==> config.mk <==
export PLATFORM = sky130hd
export DESIGN_NAME = uart_prog_loader_flat
export DESIGN_NICKNAME = d
export VERILOG_FILES = /design/src/rtl/uart_prog_loader_if.sv /design/src/rtl/uart_prog_loader.sv /design/src/flat_wrapper.sv
export SDC_FILE = /design/constraint.sdc
export NUM_CORES = 1
export LEC_CHECK = 0
export ABC_AREA = 1
export BUFFER_PORTS_ARGS = -buffer_cell sky130_fd_sc_hd__buf_4
export CAP_MARGIN = 20
export CELL_PAD_IN_SITES_DETAIL_PLACEMENT = 0
export CELL_PAD_IN_SITES_GLOBAL_PLACEMENT = 1
export CORE_ASPECT_RATIO = 2
export CORE_MARGIN = 3
export CORE_UTILIZATION = 49
export DETAILED_ROUTE_END_ITERATION = 8
export HOLD_SLACK_MARGIN = 0.02
export PLACE_DENSITY = 0.95
export SLEW_MARGIN = 15
export SYNTH_ARGS = -nofsm -noshare
export SYNTH_HDL_FRONTEND = slang
export SYNTH_SLANG_ARGS = --single-unit
export TNS_END_PERCENT = 50
==> constraint.sdc <==
create_clock -name clk_in -period 7.7 [get_ports clk_in]
set_input_delay 0 -clock clk_in [delete_from_list [all_inputs] [get_ports clk_in]]
set_output_delay 0 -clock clk_in [all_outputs]
set_load 0.01 [all_outputs]
==> src/rtl/uart_prog_loader_if.sv <==
// uart_prog_loader_if: p_ram write port plus the CPU hold and load-status lines.
// The loader drives the master side; p_ram and the CPU reset logic take the slave side.
interface uart_prog_loader_if #(
  parameter int ADDR_W = 15
);
  logic              pram_wren;
  logic [ADDR_W-1:0] pram_addr;
  logic [15:0]       pram_data;
  logic              cpu_hold;
  logic              load_done;
  logic              load_err;

  modport master (
    output pram_wren, pram_addr, pram_data, cpu_hold, load_done, load_err
  );

  modport slave (
    input  pram_wren, pram_addr, pram_data, cpu_hold, load_done, load_err
  );
endinterface

==> src/rtl/uart_prog_loader.sv <==
// uart_prog_loader: receives an XM23 image over 8N1 UART and writes it into p_ram while holding the CPU.
// Define LOADER_CHECKSUM_EN to require a trailing XOR checksum byte after the image.
module uart_prog_loader #(
  parameter int CLK_HZ = 50_000_000,
  parameter int BAUD   = 115200,
  parameter int ADDR_W = 15
) (
  input  logic               clk_in,
  input  logic               reset,
  input  logic               uart_rx,
  input  logic               start,
  uart_prog_loader_if.master bus
);

  localparam int BIT_TICKS  = CLK_HZ / BAUD;
  localparam int HALF_TICKS = BIT_TICKS / 2;
  localparam int TICK_W     = (BIT_TICKS > 2) ? $clog2(BIT_TICKS) : 1;
  localparam logic [TICK_W-1:0] TICK_LAST = TICK_W'(BIT_TICKS - 1);
  localparam logic [TICK_W-1:0] HALF_LAST = TICK_W'(HALF_TICKS - 1);

  typedef enum logic [1:0] {RX_IDLE, RX_START, RX_DATA, RX_STOP} rx_state_t;

`ifdef LOADER_CHECKSUM_EN
  typedef enum logic [2:0] {SYNC, LEN_LO, LEN_HI, DATA_LO, DATA_HI, CHECK, DONE, ERR} state_t;
  localparam state_t IMAGE_END = CHECK;
`else
  typedef enum logic [2:0] {SYNC, LEN_LO, LEN_HI, DATA_LO, DATA_HI, DONE, ERR} state_t;
  localparam state_t IMAGE_END = DONE;
`endif

  logic              rx_meta, rx_sync, rx_prev;
  rx_state_t         rx_state, rx_next;
  logic [TICK_W-1:0] tick_cnt;
  logic [2:0]        bit_idx;
  logic [7:0]        rx_byte;
  logic              tick_done, half_done, rx_fall;
  logic              byte_valid, frame_err;

  state_t            state, next_state;
  logic [7:0]        len_lo_q, lo_q;
  logic [15:0]       len_q;
  logic [15:0]       len_in;
  logic [ADDR_W:0]   word_cnt;
  logic              last_word, len_too_long;
  logic              wren_q, hold_q, done_q, err_q;
  logic [ADDR_W-1:0] addr_q;
  logic [15:0]       data_q;

  assign tick_done  = (tick_cnt == TICK_LAST);
  assign half_done  = (tick_cnt == HALF_LAST);
  assign rx_fall    = rx_prev & ~rx_sync;
  assign byte_valid = (rx_state == RX_STOP) && tick_done && rx_sync;
  assign frame_err  = (rx_state == RX_STOP) && tick_done && !rx_sync;

  always_ff @(posedge clk_in or posedge reset) begin
    if (reset) begin
      rx_meta <= 1'b1;
      rx_sync <= 1'b1;
      rx_prev <= 1'b1;
    end else begin
      rx_meta <= uart_rx;
      rx_sync <= rx_meta;
      rx_prev <= rx_sync;
    end
  end

  always_comb begin
    rx_next = rx_state;
    unique case (rx_state)
      RX_IDLE:  if (rx_fall) rx_next = RX_START;
      RX_START: if (half_done) rx_next = rx_sync ? RX_IDLE : RX_DATA;
      RX_DATA:  if (tick_done && (bit_idx == 3'd7)) rx_next = RX_STOP;
      RX_STOP:  if (tick_done) rx_next = RX_IDLE;
      default:  rx_next = RX_IDLE;
    endcase
  end

  // Bit timer restarts at mid start bit so every later sample lands mid-bit.
  always_ff @(posedge clk_in or posedge reset) begin
    if (reset) begin
      rx_state <= RX_IDLE;
      tick_cnt <= '0;
      bit_idx  <= '0;
      rx_byte  <= '0;
    end else begin
      rx_state <= rx_next;
      if ((rx_state == RX_IDLE) || ((rx_state == RX_START) && half_done) || tick_done)
        tick_cnt <= '0;
      else
        tick_cnt <= tick_cnt + 1'b1;
      if ((rx_state == RX_START) && half_done)
        bit_idx <= '0;
      else if ((rx_state == RX_DATA) && tick_done) begin
        rx_byte <= {rx_sync, rx_byte[7:1]};
        bit_idx <= bit_idx + 1'b1;
      end
    end
  end

  assign len_in       = {rx_byte, len_lo_q};
  assign len_too_long = 32'(len_in) > (32'd1 << ADDR_W);
  assign last_word    = (32'(word_cnt) + 32'd1) == 32'(len_q);

`ifdef LOADER_CHECKSUM_EN
  logic [7:0] csum_q;

  always_ff @(posedge clk_in or posedge reset) begin
    if (reset)
      csum_q <= '0;
    else if (start || (state == SYNC))
      csum_q <= '0;
    else if (byte_valid && ((state == DATA_LO) || (state == DATA_HI)))
      csum_q <= csum_q ^ rx_byte;
  end
`endif

  // start outranks everything, so a byte arriving with it is dropped.
  always_comb begin
    next_state = state;
    if (start)
      next_state = SYNC;
    else if (frame_err) begin
      if (state != DONE) next_state = ERR;
    end else begin
      case (state)
        SYNC:    if (byte_valid && (rx_byte == 8'hA5)) next_state = LEN_LO;
        LEN_LO:  if (byte_valid) next_state = LEN_HI;
        LEN_HI:
          if (byte_valid) begin
            if (len_in == 16'd0)  next_state = IMAGE_END;
            else if (len_too_long) next_state = ERR;
            else                   next_state = DATA_LO;
          end
        DATA_LO: if (byte_valid) next_state = DATA_HI;
        DATA_HI: if (wren_q) next_state = last_word ? IMAGE_END : DATA_LO;
`ifdef LOADER_CHECKSUM_EN
        CHECK:   if (byte_valid) next_state = (rx_byte == csum_q) ? DONE : ERR;
`endif
        default: next_state = state;
      endcase
    end
  end

  // Status flags are registered from next_state so cpu_hold only moves on the clock edge.
  always_ff @(posedge clk_in or posedge reset) begin
    if (reset) begin
      state    <= SYNC;
      len_lo_q <= '0;
      len_q    <= '0;
      lo_q     <= '0;
      word_cnt <= '0;
      wren_q   <= 1'b0;
      addr_q   <= '0;
      data_q   <= '0;
      hold_q   <= 1'b1;
      done_q   <= 1'b0;
      err_q    <= 1'b0;
    end else begin
      state  <= next_state;
      wren_q <= 1'b0;
      hold_q <= (next_state != DONE);
      done_q <= (next_state == DONE);
      err_q  <= (next_state == ERR);
      if (start) begin
        addr_q   <= '0;
        word_cnt <= '0;
      end else begin
        if (wren_q) begin
          addr_q   <= addr_q + 1'b1;
          word_cnt <= word_cnt + 1'b1;
        end
        if (byte_valid) begin
          case (state)
            LEN_LO:  len_lo_q <= rx_byte;
            LEN_HI:  len_q    <= len_in;
            DATA_LO: lo_q     <= rx_byte;
            DATA_HI: begin
              data_q <= {rx_byte, lo_q};
              wren_q <= 1'b1;
            end
            default: ;
          endcase
        end
      end
    end
  end

  assign bus.pram_wren = wren_q;
  assign bus.pram_addr = addr_q;
  assign bus.pram_data = data_q;
  assign bus.cpu_hold  = hold_q;
  assign bus.load_done = done_q;
  assign bus.load_err  = err_q;

endmodule

==> src/flat_wrapper.sv <==
// flat-port wrapper written by rule: the top's interface ports become plain ports
module uart_prog_loader_flat 
#(
  parameter int CLK_HZ = 50_000_000,
  parameter int BAUD   = 115200,
  parameter int ADDR_W = 15
)
  (clk_in, reset, uart_rx, start, bus_pram_wren, bus_pram_addr, bus_pram_data, bus_cpu_hold, bus_load_done, bus_load_err);
  uart_prog_loader_if #(.ADDR_W(ADDR_W)) bus_i ();
  input  logic clk_in;
  input  logic reset;
  input  logic uart_rx;
  input  logic start;
  output wire logic [$bits(bus_i.pram_wren)-1:0] bus_pram_wren;
  output wire logic [$bits(bus_i.pram_addr)-1:0] bus_pram_addr;
  output wire logic [$bits(bus_i.pram_data)-1:0] bus_pram_data;
  output wire logic [$bits(bus_i.cpu_hold)-1:0] bus_cpu_hold;
  output wire logic [$bits(bus_i.load_done)-1:0] bus_load_done;
  output wire logic [$bits(bus_i.load_err)-1:0] bus_load_err;
  assign bus_pram_wren = bus_i.pram_wren;
  assign bus_pram_addr = bus_i.pram_addr;
  assign bus_pram_data = bus_i.pram_data;
  assign bus_cpu_hold = bus_i.cpu_hold;
  assign bus_load_done = bus_i.load_done;
  assign bus_load_err = bus_i.load_err;
  uart_prog_loader #(.CLK_HZ(CLK_HZ), .BAUD(BAUD), .ADDR_W(ADDR_W)) u_core (.clk_in(clk_in), .reset(reset), .uart_rx(uart_rx), .start(start), .bus(bus_i));
endmodule
==> flow_summary.ini, run 1 <==
[synthesis]
synth-seq-cells = 111
synth_area_um2 = 5428
synthAdderAreaFrac_pct = 1.614
async_reset_ff_share_pct = 100.0
synth_compound_area_share_pct = 9.912
yosysWarnings = 0
synthesis.nets = 673
synthSimpleGateAreaFrac_pct = 28.86
synth_top_family_by_area = simple AND/OR/NAND/NOR gates
synth.area.mux_share_pct = 0.4149
avgSynthCellArea_um2 = 8.199
synth_cell_types = 41
yosysSeqAreaShare_pct = 51.27
synth_most_common_cell = nand2_1
synthCells = 662
synth_top_area_cell = dfrtp_1
synth_ff_type = dfrtp_1
synth_edf_count = 0
synth_xor_xnor_area_share_pct = 1.844
synth_top_cell_area_share_pct = 49.33
synth.area.top_cells = dfrtp_1 (49%), nand2_1 (13%), o21ai_0 (5.9%), inv_1 (4.8%), nand3_1 (3.7%)
synthTopCellsByCount = nand2_1 (193), dfrtp_1 (107), inv_1 (70), o21ai_0 (64), nor2_1 (53)

[clock_network]
cts_tree = done
cts_resized = 0
clockBufferDepth = 2
post_cts_buffers = 0
cts_htree_levels = 3
insertion_delay_ps = 350
cts_buffers = 9
cts.sinks = 111
ctsHoldBuffers = 3
clk_pin_slew_ps = 80
cts_root_buf = clkbuf_16

[timing]
fmax_mhz = 419.3
tns_ps = 0
hold_viol = 0
period_minus_slack_ps = 2385
slew-limit-headroom_pct = 32.66
whs_ps = 259.6
min_period_over_period_pct = 30.97
tightest_slew_ps = 1006
drv_slew = 0
setup_ws_ps = 5315
setup_viol_count_final = 0
rsz0062_at_grt = false
fin_skew_ps = 10.89

[floorplan]
fp-row-count = 53
initial_core_util_pct = 50.84
die_w_um = 80.42
die-area_um2 = 12450
core_um2 = 10680
fp.dieH_um = 154.8
ios = 39

[critical_path]
path_max_fanout = 29
max_stage_delay_ps = 470
start_kind = register
criticalPathCategory = register to register
crit_path_top_delay_cell = nand2_1
worstSetupEndpointType = register
worst_ep_required_time_ps = 7930
worst-endpoint-arrival_ps = 2620
critPathBufInv = 1
critical_path.top_delay_family = simple AND/OR/NAND/NOR gates
path_cells = inv_1, ha_1, nand2_1, nor3_1, nand2_2, nor2_4, nand2_4, nor2_4, nand2_1, mux2_2

[placement]
port_buffers = 38
gp_congestion = 0.9087
pre_cts_ws_ps = 5307
dp.cells = 826
place_hpwl_mm = 8.960

[cells_and_area]
fillCellCount = 973
fin_cells = 845
final_nets = 714
drive_above_1_share_pct = 12.57
final-seq-area_um2 = 2783
multiInputGateArea_um2 = 2315
area_delta_synth_final_pct = 13.53
n_antenna_cell = 0

[global_route]
antenna_found_initial = 0
grtUsageTotal_pct = 20.82
grt_first_pass_wirelength_mm = 20.35
grt_max_degree = 68
grt_pass1_vias = 4358
overflow = 0

[routing]
dr.pass1.iters = 6
postRouteAntennaNets = 0
wl_mm = 12.03
drtIter0Drc = 277
vias = 4493
post_drt_wl_per_cell_um = 14.23
drc = 0
routed_via_density = 5.317

[run_status]
status = finished, final reports clean

[flow_run]
maxCapViolCount = 0

[pwr]
p_leak_nw = 2.891
power-per-cell-area_nw_per_um2 = 188.4
ir_worst_vdd_mv = 0.1655

[hold_path]
hold_class = primary input to async pin
[worst paths after layout]
kind	start	end	slack [ps]	cells after the start
worst max-delay path	u_core.tick_cnt[1]$_DFF_PP0_	u_core.len_q[0]$_DFFE_PP0P_	5320	10
worst min-delay path	reset	u_core.bus.pram_data[10]$_DFFE_PP0P_	260	3
worst max register to register	u_core.tick_cnt[1]$_DFF_PP0_	u_core.len_q[0]$_DFFE_PP0P_	5320	10
worst min register to register	u_core.rx_meta$_DFF_PP1_	u_core.rx_sync$_DFF_PP1_	360	0
max in group asynchronous	reset	u_core.bus.pram_addr[14]$_DFFE_PP0P_	6170	4
min in group clk_in	uart_rx	u_core.rx_meta$_DFF_PP1_	310	2
[worst register-to-register path, cell delays in order, from the launching register on]
cell and delay [ps]:
dfrtp_1 400, inv_1 90, ha_1 140, nand2_1 50, nor3_1 170, nand2_2 120, nor2_4 140, nand2_4 90
nor2_4 120, nand2_1 470, mux2_2 470
[area by class of cell]
class / instances / share of cell area (%)
Clock inverter: 6 / 0.8325
Timing Repair Buffer: 42 / 5.239
Clock buffer: 10 / 3.878
Multi-Input combinational cell: 465 / 37.56
Tap cell: 137 / 2.782
Inverter: 74 / 4.548
Sequential cell: 111 / 45.16
[routing by layer]
layer / global-route usage [%] / wire length [µm] / part of all wire [%]
met1: 23.53 / 4684 / 39
met2: 38.09 / 6711 / 56
met3: 2.681 / 297 / 2.5
met4: 8.944 / 331 / 2.8
met5: 0 / 0 / 0
[cell usage in the layout, fill, tap and decap left out, types with 3 or more instances in the layout]
master	netlist	final
a31oi_1	3	3
dlygate4sd3_1	0	3
nand2_1	193	193
a22o_1	4	4
dfrtp_1	107	107
nor4_1	3	3
xor2_1	4	4
nor2_4	6	6
nand2_2	6	6
a21oi_1	15	15
nand3b_1	5	5
o21ai_0	64	64
buf_4	1	39
nor3b_1	5	5
clkbuf_16	0	9
dfstp_2	4	4
nor3_1	15	15
o21ai_1	4	4
nand3_1	40	40
inv_1	70	69
or2_2	3	3
nand4_1	10	10
nor2_1	53	53
ha_1	7	7
nor2_2	3	3
o22ai_1	3	3
[registers in the layout (all words and copies together), names as in the netlist, named ones only]
| name | cells |
|---|---|
| u_core.bit_idx | 3 |
| u_core.bus.cpu_hold | 1 |
| u_core.bus.load_done | 1 |
| u_core.bus.load_err | 1 |
| u_core.bus.pram_addr | 15 |
| u_core.bus.pram_data | 16 |
| u_core.bus.pram_wren | 1 |
| u_core.len_lo_q | 8 |
| u_core.len_q | 16 |
| u_core.lo_q | 8 |
| u_core.rx_byte | 8 |
| u_core.rx_meta | 1 |
| u_core.rx_prev | 1 |
| u_core.rx_state | 1 |
| u_core.rx_sync | 1 |
| u_core.state | 3 |
| u_core.tick_cnt | 9 |
| u_core.word_cnt | 16 |
[report_power, final]
group | switching (W) | internal (W)
Clock | 0.000221 | 0.000234
Combinational | 0.0000577 | 0.0000297
Sequential | 0.0000191 | 0.000599
Total | 0.000298 | 0.000863
[kinds of logic after synthesis]
kind of cell,after synthesis
flip-flops,111
XOR/XNOR,8
multiplexers,2
AND/OR/NAND/NOR,349
adder cells (fa/ha/maj),7
buffers and inverters,86
AO/OA/AOI/OAI,99
[stage by stage]
step | total power (W) | area [µm²] | utilization (%)
floorplan | 0.0006943 | 5428 | -
global placement | 0.0007139 | 5842 | 54.72
detailed placement | 0.0007193 | 5842 | 54.72
CTS | 0.001174 | 6162 | 57.72
global route | 0.001214 | 6162 | 57.72
finish | 0.001161 | 6162 | 57.72
Power figures use the tool's default switching activity.
==> inputs of run 2 (changes only) <==
- CORE_UTILIZATION: 49 -> 45
- PLACE_DENSITY: 0.95 -> 0.9
- clock period: 7.7 -> 2.4 ns (I/O delays scaled with it)
==> run 2 against run 1 <==
Against the previous run:
- sequential power grew to 3.2 times the previous value
- first-iteration DRC count grew 3.2%
- critical path type unchanged
- final area grew 2.2%
- worst setup slack lost 5100 ps
- die area grew 8.4%
- global-route usage shrank 1.7 points
- combinational power grew to 3.3 times the previous value
- hold slack gained 41 ps
- largest cell class unchanged
- clock-buffer cell count grew 2
==> flow_summary.ini, run 2 (synthesis gave the netlist of run 1 again) <==
[global_route]
grt_max_degree = 53
antenna_found_initial = 0
met2_usage_pct = 36.33
overflow = 0
top_usage_layer = met2
met1_usage_pct = 20.69
grtUsageMet3_pct = 2.195
grtUsageTotal_pct = 19.16
grt_pass1_vias = 4531
grt_first_pass_wirelength_mm = 20.96

[cells_and_area]
postLayoutCoreUtil_pct = 53.51
drive_above_1_share_pct = 14.48
final_nets = 724
final_common_cell = nand2_1
area_delta_synth_final_pct = 16.04
mostFrequentLayoutCells = nand2_1 (191), dfrtp_1 (107), inv_1 (69), o21ai_0 (64), nor2_1 (52)
n_antenna_cell = 0

[critical_path]
start_kind = register
worst-endpoint-arrival_ps = 2430
max_stage_delay_ps = 400
cpMostUsedCell = nand2_1
rr_worst_depth = 14
startpoint = u_core.word_cnt[1]$_DFFE_PP0P_
critical_path.top_delay_family = simple AND/OR/NAND/NOR gates
path_max_fanout = 7
worst_ep_required_time_ps = 2640
critPathBufInv = 0
path_cells = ha_2, nand2_2, nor2_4, nand3_1, xor3_1, nand2_1, nor2_1, nand2_1, nand2_2, nand2_1, nand2_1, nand2_1, nand2_1, nor2_1
criticalPathCategory = register to register
r2r_slack_ps = 210
cp.depth = 14
worstSetupEndpointType = register
r2r_start = u_core.word_cnt[1]$_DFFE_PP0P_
crit_path_top_delay_cell = dfrtp_1

[floorplan]
fp.dieH_um = 161.3
die-area_um2 = 13500
fp-row-count = 56
die_w_um = 83.66
core_um2 = 11770
ios = 39
initial_core_util_pct = 46.11

[placement]
port_buffers = 38
place_hpwl_mm = 9.449
gp_congestion = 0.8824

[pwr]
p_leak_nw = 2.947
ir_worst_vdd_mv = 0.5081
power-per-cell-area_nw_per_um2 = 597.2

[timing]
tightest_slew_ps = 708.1
whs_ps = 300.3
tns_ps = 0
slew-limit-headroom_pct = 52.70
setup_viol_count_final = 0
fmax_mhz = 457.3
drv_slew = 0
min_period_over_period_pct = 91.12
period_minus_slack_ps = 2187
rsz0062_at_grt = false
hold_viol = 0
fin_skew_ps = 8.608

[hold_path]
hp-start = uart_rx
hold_depth = 2
hold_class = primary input to register

[clock_network]
cts_buffers = 9
insertion_delay_ps = 340
clockBufferDepth = 2
cts.sinks = 111
clk_pin_slew_ps = 80
cts_htree_levels = 3
cts_tree = done
cts_root_buf = clkbuf_16

[routing]
vias = 4535
wl_mm = 12.61
post_drt_wl_per_cell_um = 14.61
drtIter0Drc = 286
dr.pass1.iters = 5
routed_via_density = 5.255
drc = 0
postRouteAntennaNets = 0

[flow_run]
maxCapViolCount = 0

[run_status]
status = finished, final reports clean
run 2: cell count changes in the layout (fill, tap and decap cells not counted), moves of 2 or more:
cell and change:
buf_12 +2, buf_4 +8, clkbuf_8 +2, clkinv_4 -2, nand2_2 +2, nand2_1 -2, clkinvlp_4 +2
run 2: per-layer routing:
metal / up-vias / routed length (µm)
met4: 0 / 418
met5: - / 0
met3: 31 / 335
met2: 90 / 6982
li1: 2247 / -
met1: 2167 / 4874
run 2: cell type report:
| type | count | area (µm²) |
|---|---|---|
| fillers | 1107 | 5473 |
| flip-flops and latches | 111 | 2783 |
| multi-input cells | 465 | 2330 |
| repair buffers | 52 | 422.9 |
| inverters | 74 | 281.5 |
| clock buffers | 12 | 266.5 |
| well taps | 145 | 181.4 |
| clock inverters | 4 | 33.78 |
run 2: per-stage QoR:
step                total power [W]  cells  setup slack [ps]  area, µm²
global placement           0.002297    842             237.0       5938
finish                     0.003761    863             213.1       6299
global route               0.003932    863             2.647       6299
floorplan                  0.002228    662             554.8       5431
CTS                        0.003806    861             161.2       6269
detailed placement         0.002315    842             163.0       5938
run 2: what timing repair did:
action                                 in CTS  in global routing
setup endpoints to repair                   0                  3
resized for setup                           0                  5
endpoints found under the hold margin      33                  0
buffers inserted                            0                  2
hold buffers                                3                  0
run 2: worst reg2reg max path: stages, from the launching register on:
cell and delay (ps):
dfrtp_1 400, ha_2 220, nand2_2 90, nor2_4 230, nand3_1 220, xor3_1 240
nand2_1 50, nor2_1 130, nand2_1 100, nand2_2 80, nand2_1 50, nand2_1 90
nand2_1 60, nand2_1 90, nor2_1 40
run 2: worst paths after layout:
check / end
worst max-delay path: u_core.bus.load_err$_DFF_PP0_
worst min-delay path: u_core.rx_meta$_DFF_PP1_
worst max register to register: u_core.bus.load_err$_DFF_PP0_
worst min register to register: u_core.rx_sync$_DFF_PP1_
max in group asynchronous: u_core.word_cnt[14]$_DFFE_PP0P_
min in group asynchronous: u_core.bit_idx[2]$_DFFE_PP0P_
run 2: where the power goes:
group,switching (W),total [W],internal [W]
sequential,0.0000634,0.00199,0.00192
clock,0.000683,0.00148,0.000802
combinational,0.000189,0.000290,0.000101
==> inputs of run 3 (changes only) <==
- PLACE_DENSITY: 0.9 -> unset
- PLACE_DENSITY_LB_ADDON: unset -> 0.1
==> run 3 against run 2 <==
Against the previous run:
- register-to-register slack barely moved
- hold slack got worse by 2.1 ps
- clock-buffer cell count fell by 3
- sequential power barely moved
- final area barely moved
- first-iteration DRC count fell by 36%
- clock skew rose by 3.1 ps
- global-route usage rose by 0.40 points
- total power rose by 1.7%
- highest routed layer unchanged
==> flow_summary.ini, run 3 (synthesis gave the netlist of run 1 again) <==
[cells_and_area]
fin_area_um2 = 6296
n_antenna_cell = 0
fin_cells = 862
final_nets = 723
final_common_cell = nand2_1
drive_above_1_share_pct = 14.37
mostFrequentLayoutCells = nand2_1 (191), dfrtp_1 (106), inv_1 (69), o21ai_0 (64), nor2_1 (52)
area_delta_synth_final_pct = 16.00

[floorplan]
initial_core_util_pct = 46.11
ios = 39
die-area_um2 = 13500
core_um2 = 11770
fp-row-count = 56
die_w_um = 83.66
fp.dieH_um = 161.3

[global_route]
grtUsageMet3_pct = 2.961
met1_usage_pct = 22.73
met2_usage_pct = 35.03
grtUsageTotal_pct = 19.56
antenna_found_initial = 0
grt_first_pass_wirelength_mm = 21.51
overflow = 0
top_usage_layer = met2
grt_pass1_vias = 4570
grt_max_degree = 112

[pwr]
p_leak_nw = 2.942
pwr-share-comb_pct = 7.5
power.total_w = 0.003825
sw_frac_of_total_pct = 27.29
ir_worst_vdd_mv = 0.4418
clkPwrFrac_pct = 40.6
power-per-cell-area_nw_per_um2 = 607.5
p_int_w = 0.002781
power_switching_w = 0.001044
seqPwrFrac_pct = 51.8

[clock_network]
cts_buffers = 9
insertion_delay_ps = 360
cts.sinks = 111
clockBufferDepth = 2
cts_root_buf = clkbuf_16
cts_htree_levels = 3
clk_pin_slew_ps = 80
cts_tree = done

[critical_path]
start_kind = register
worst_ep_required_time_ps = 2680
worstSetupEndpointType = register
worst-endpoint-arrival_ps = 2460
cpMostUsedCell = nand2_1
path_cells = ha_2, nand2_2, nor2_4, nand2_1, nand2_1, nand2_1, nand2_1, nand2_1, nor2_1, nand3_1, nor2_1, nand2_1, nand2_2, nand2_1, nand2_1, nand2_1, nand2_1, nand3_1
criticalPathCategory = register to register
crit_path_top_delay_cell = dfrtp_1
path_max_fanout = 7
max_stage_delay_ps = 400

[flow_run]
maxCapViolCount = 0

[timing]
slew-limit-headroom_pct = 38.31
drv_slew = 0
min_period_over_period_pct = 91.01
period_minus_slack_ps = 2184
setup_viol_count_final = 0
fin_skew_ps = 11.67
tns_ps = 0
fmax_mhz = 457.8
tightest_slew_ps = 921.9
hold_viol = 0

[routing]
drtIter0Drc = 184
dr.pass1.iters = 4
post_drt_wl_per_cell_um = 14.44
routed_via_density = 5.190
vias = 4474
drc = 0
wl_mm = 12.45
postRouteAntennaNets = 0

[run_status]
status = finished, final reports clean

[placement]
placed_cell_area_um2 = 5903
dp.cells = 839
port_buffers = 38
place_hpwl_mm = 9.182
gp_congestion = 0.8277

[hold_path]
hold_class = primary input to register
## run 3: cell count changes in the layout (fill, tap and decap cells not counted)
cell        change
dfrtp_1         -1
inv_8           +2
nor3_2          -1
inv_6           -2
dfrtp_2         +1
clkinv_8        +4
clkbuf_8        -3
clkinvlp_4      -1
buf_12          -1
nor3_1          +1
## run 3: per-stage QoR
step / hold slack (ps) / util, % / setup slack [ps]
detailed placement: 111.2 / 50.15 / 125.4
finish: 298.2 / 53.49 / 215.8
global route: 296.2 / 53.49 / -11.55
floorplan: 4.478 / - / 554.8
global placement: 110.0 / 50.15 / 207.7
CTS: 288.4 / 53.14 / 114.7
## run 3: path summary, 6_finish.rpt
kind	start	endpoint	slack (ps)	cells past startpoint
setup reg to reg	u_core.word_cnt[0]$_DFFE_PP0P_	u_core.bus.cpu_hold$_DFF_PP1_	220	18
hold reg to reg	u_core.rx_meta$_DFF_PP1_	u_core.rx_sync$_DFF_PP1_	360	0
max in group asynchronous	reset	u_core.word_cnt[2]$_DFFE_PP0P_	1540	4
min in group asynchronous	reset	u_core.bus.pram_addr[8]$_DFFE_PP0P_	350	4
setup / recovery	u_core.word_cnt[0]$_DFFE_PP0P_	u_core.bus.cpu_hold$_DFF_PP1_	220	18
hold / removal	uart_rx	u_core.rx_meta$_DFF_PP1_	300	2
## run 3: layout make-up
| class | instances | area, µm² |
|---|---|---|
| timing repair buffer | 51 | 402.9 |
| clock buffer | 9 | 225.2 |
| clock inverter | 7 | 96.34 |
| inverter | 74 | 281.5 |
| multi-input combinational | 465 | 2325 |
| sequential | 111 | 2784 |
| tap | 145 | 181.4 |
| fill | 1121 | 5475 |
## run 3: power groups by stage
stage | registers (W) | clock network (W) | logic (W)
floorplan | 0.00201 | 0 | 0.000221
global placement | 0.00202 | 0 | 0.000277
detailed placement | 0.00202 | 0 | 0.000290
CTS | 0.00198 | 0.00160 | 0.000295
global route | 0.00199 | 0.00167 | 0.000341
finish | 0.00198 | 0.00155 | 0.000288
## run 3: worst max-delay path, delay by kind of cell, from the launching register on
family / cells / cell delay, ps
fa+ha+maj: 1 / 220
flops: 1 / 400
simple gates: 17 / 1470
## run 3: routing by layer
layer | wire length [µm] | vias up
li1 | - | 2244
met1 | 5153 | 2137
met2 | 6548 | 61
met3 | 272 | 32
met4 | 473 | 0
met5 | 0 | -
## run 3: timing repair
item,in CTS,in global routing
endpoints found under the setup margin,0,3
hold buffers,3,0
setup buffers,0,4
resized for setup,0,5
hold endpoints to repair,115,0
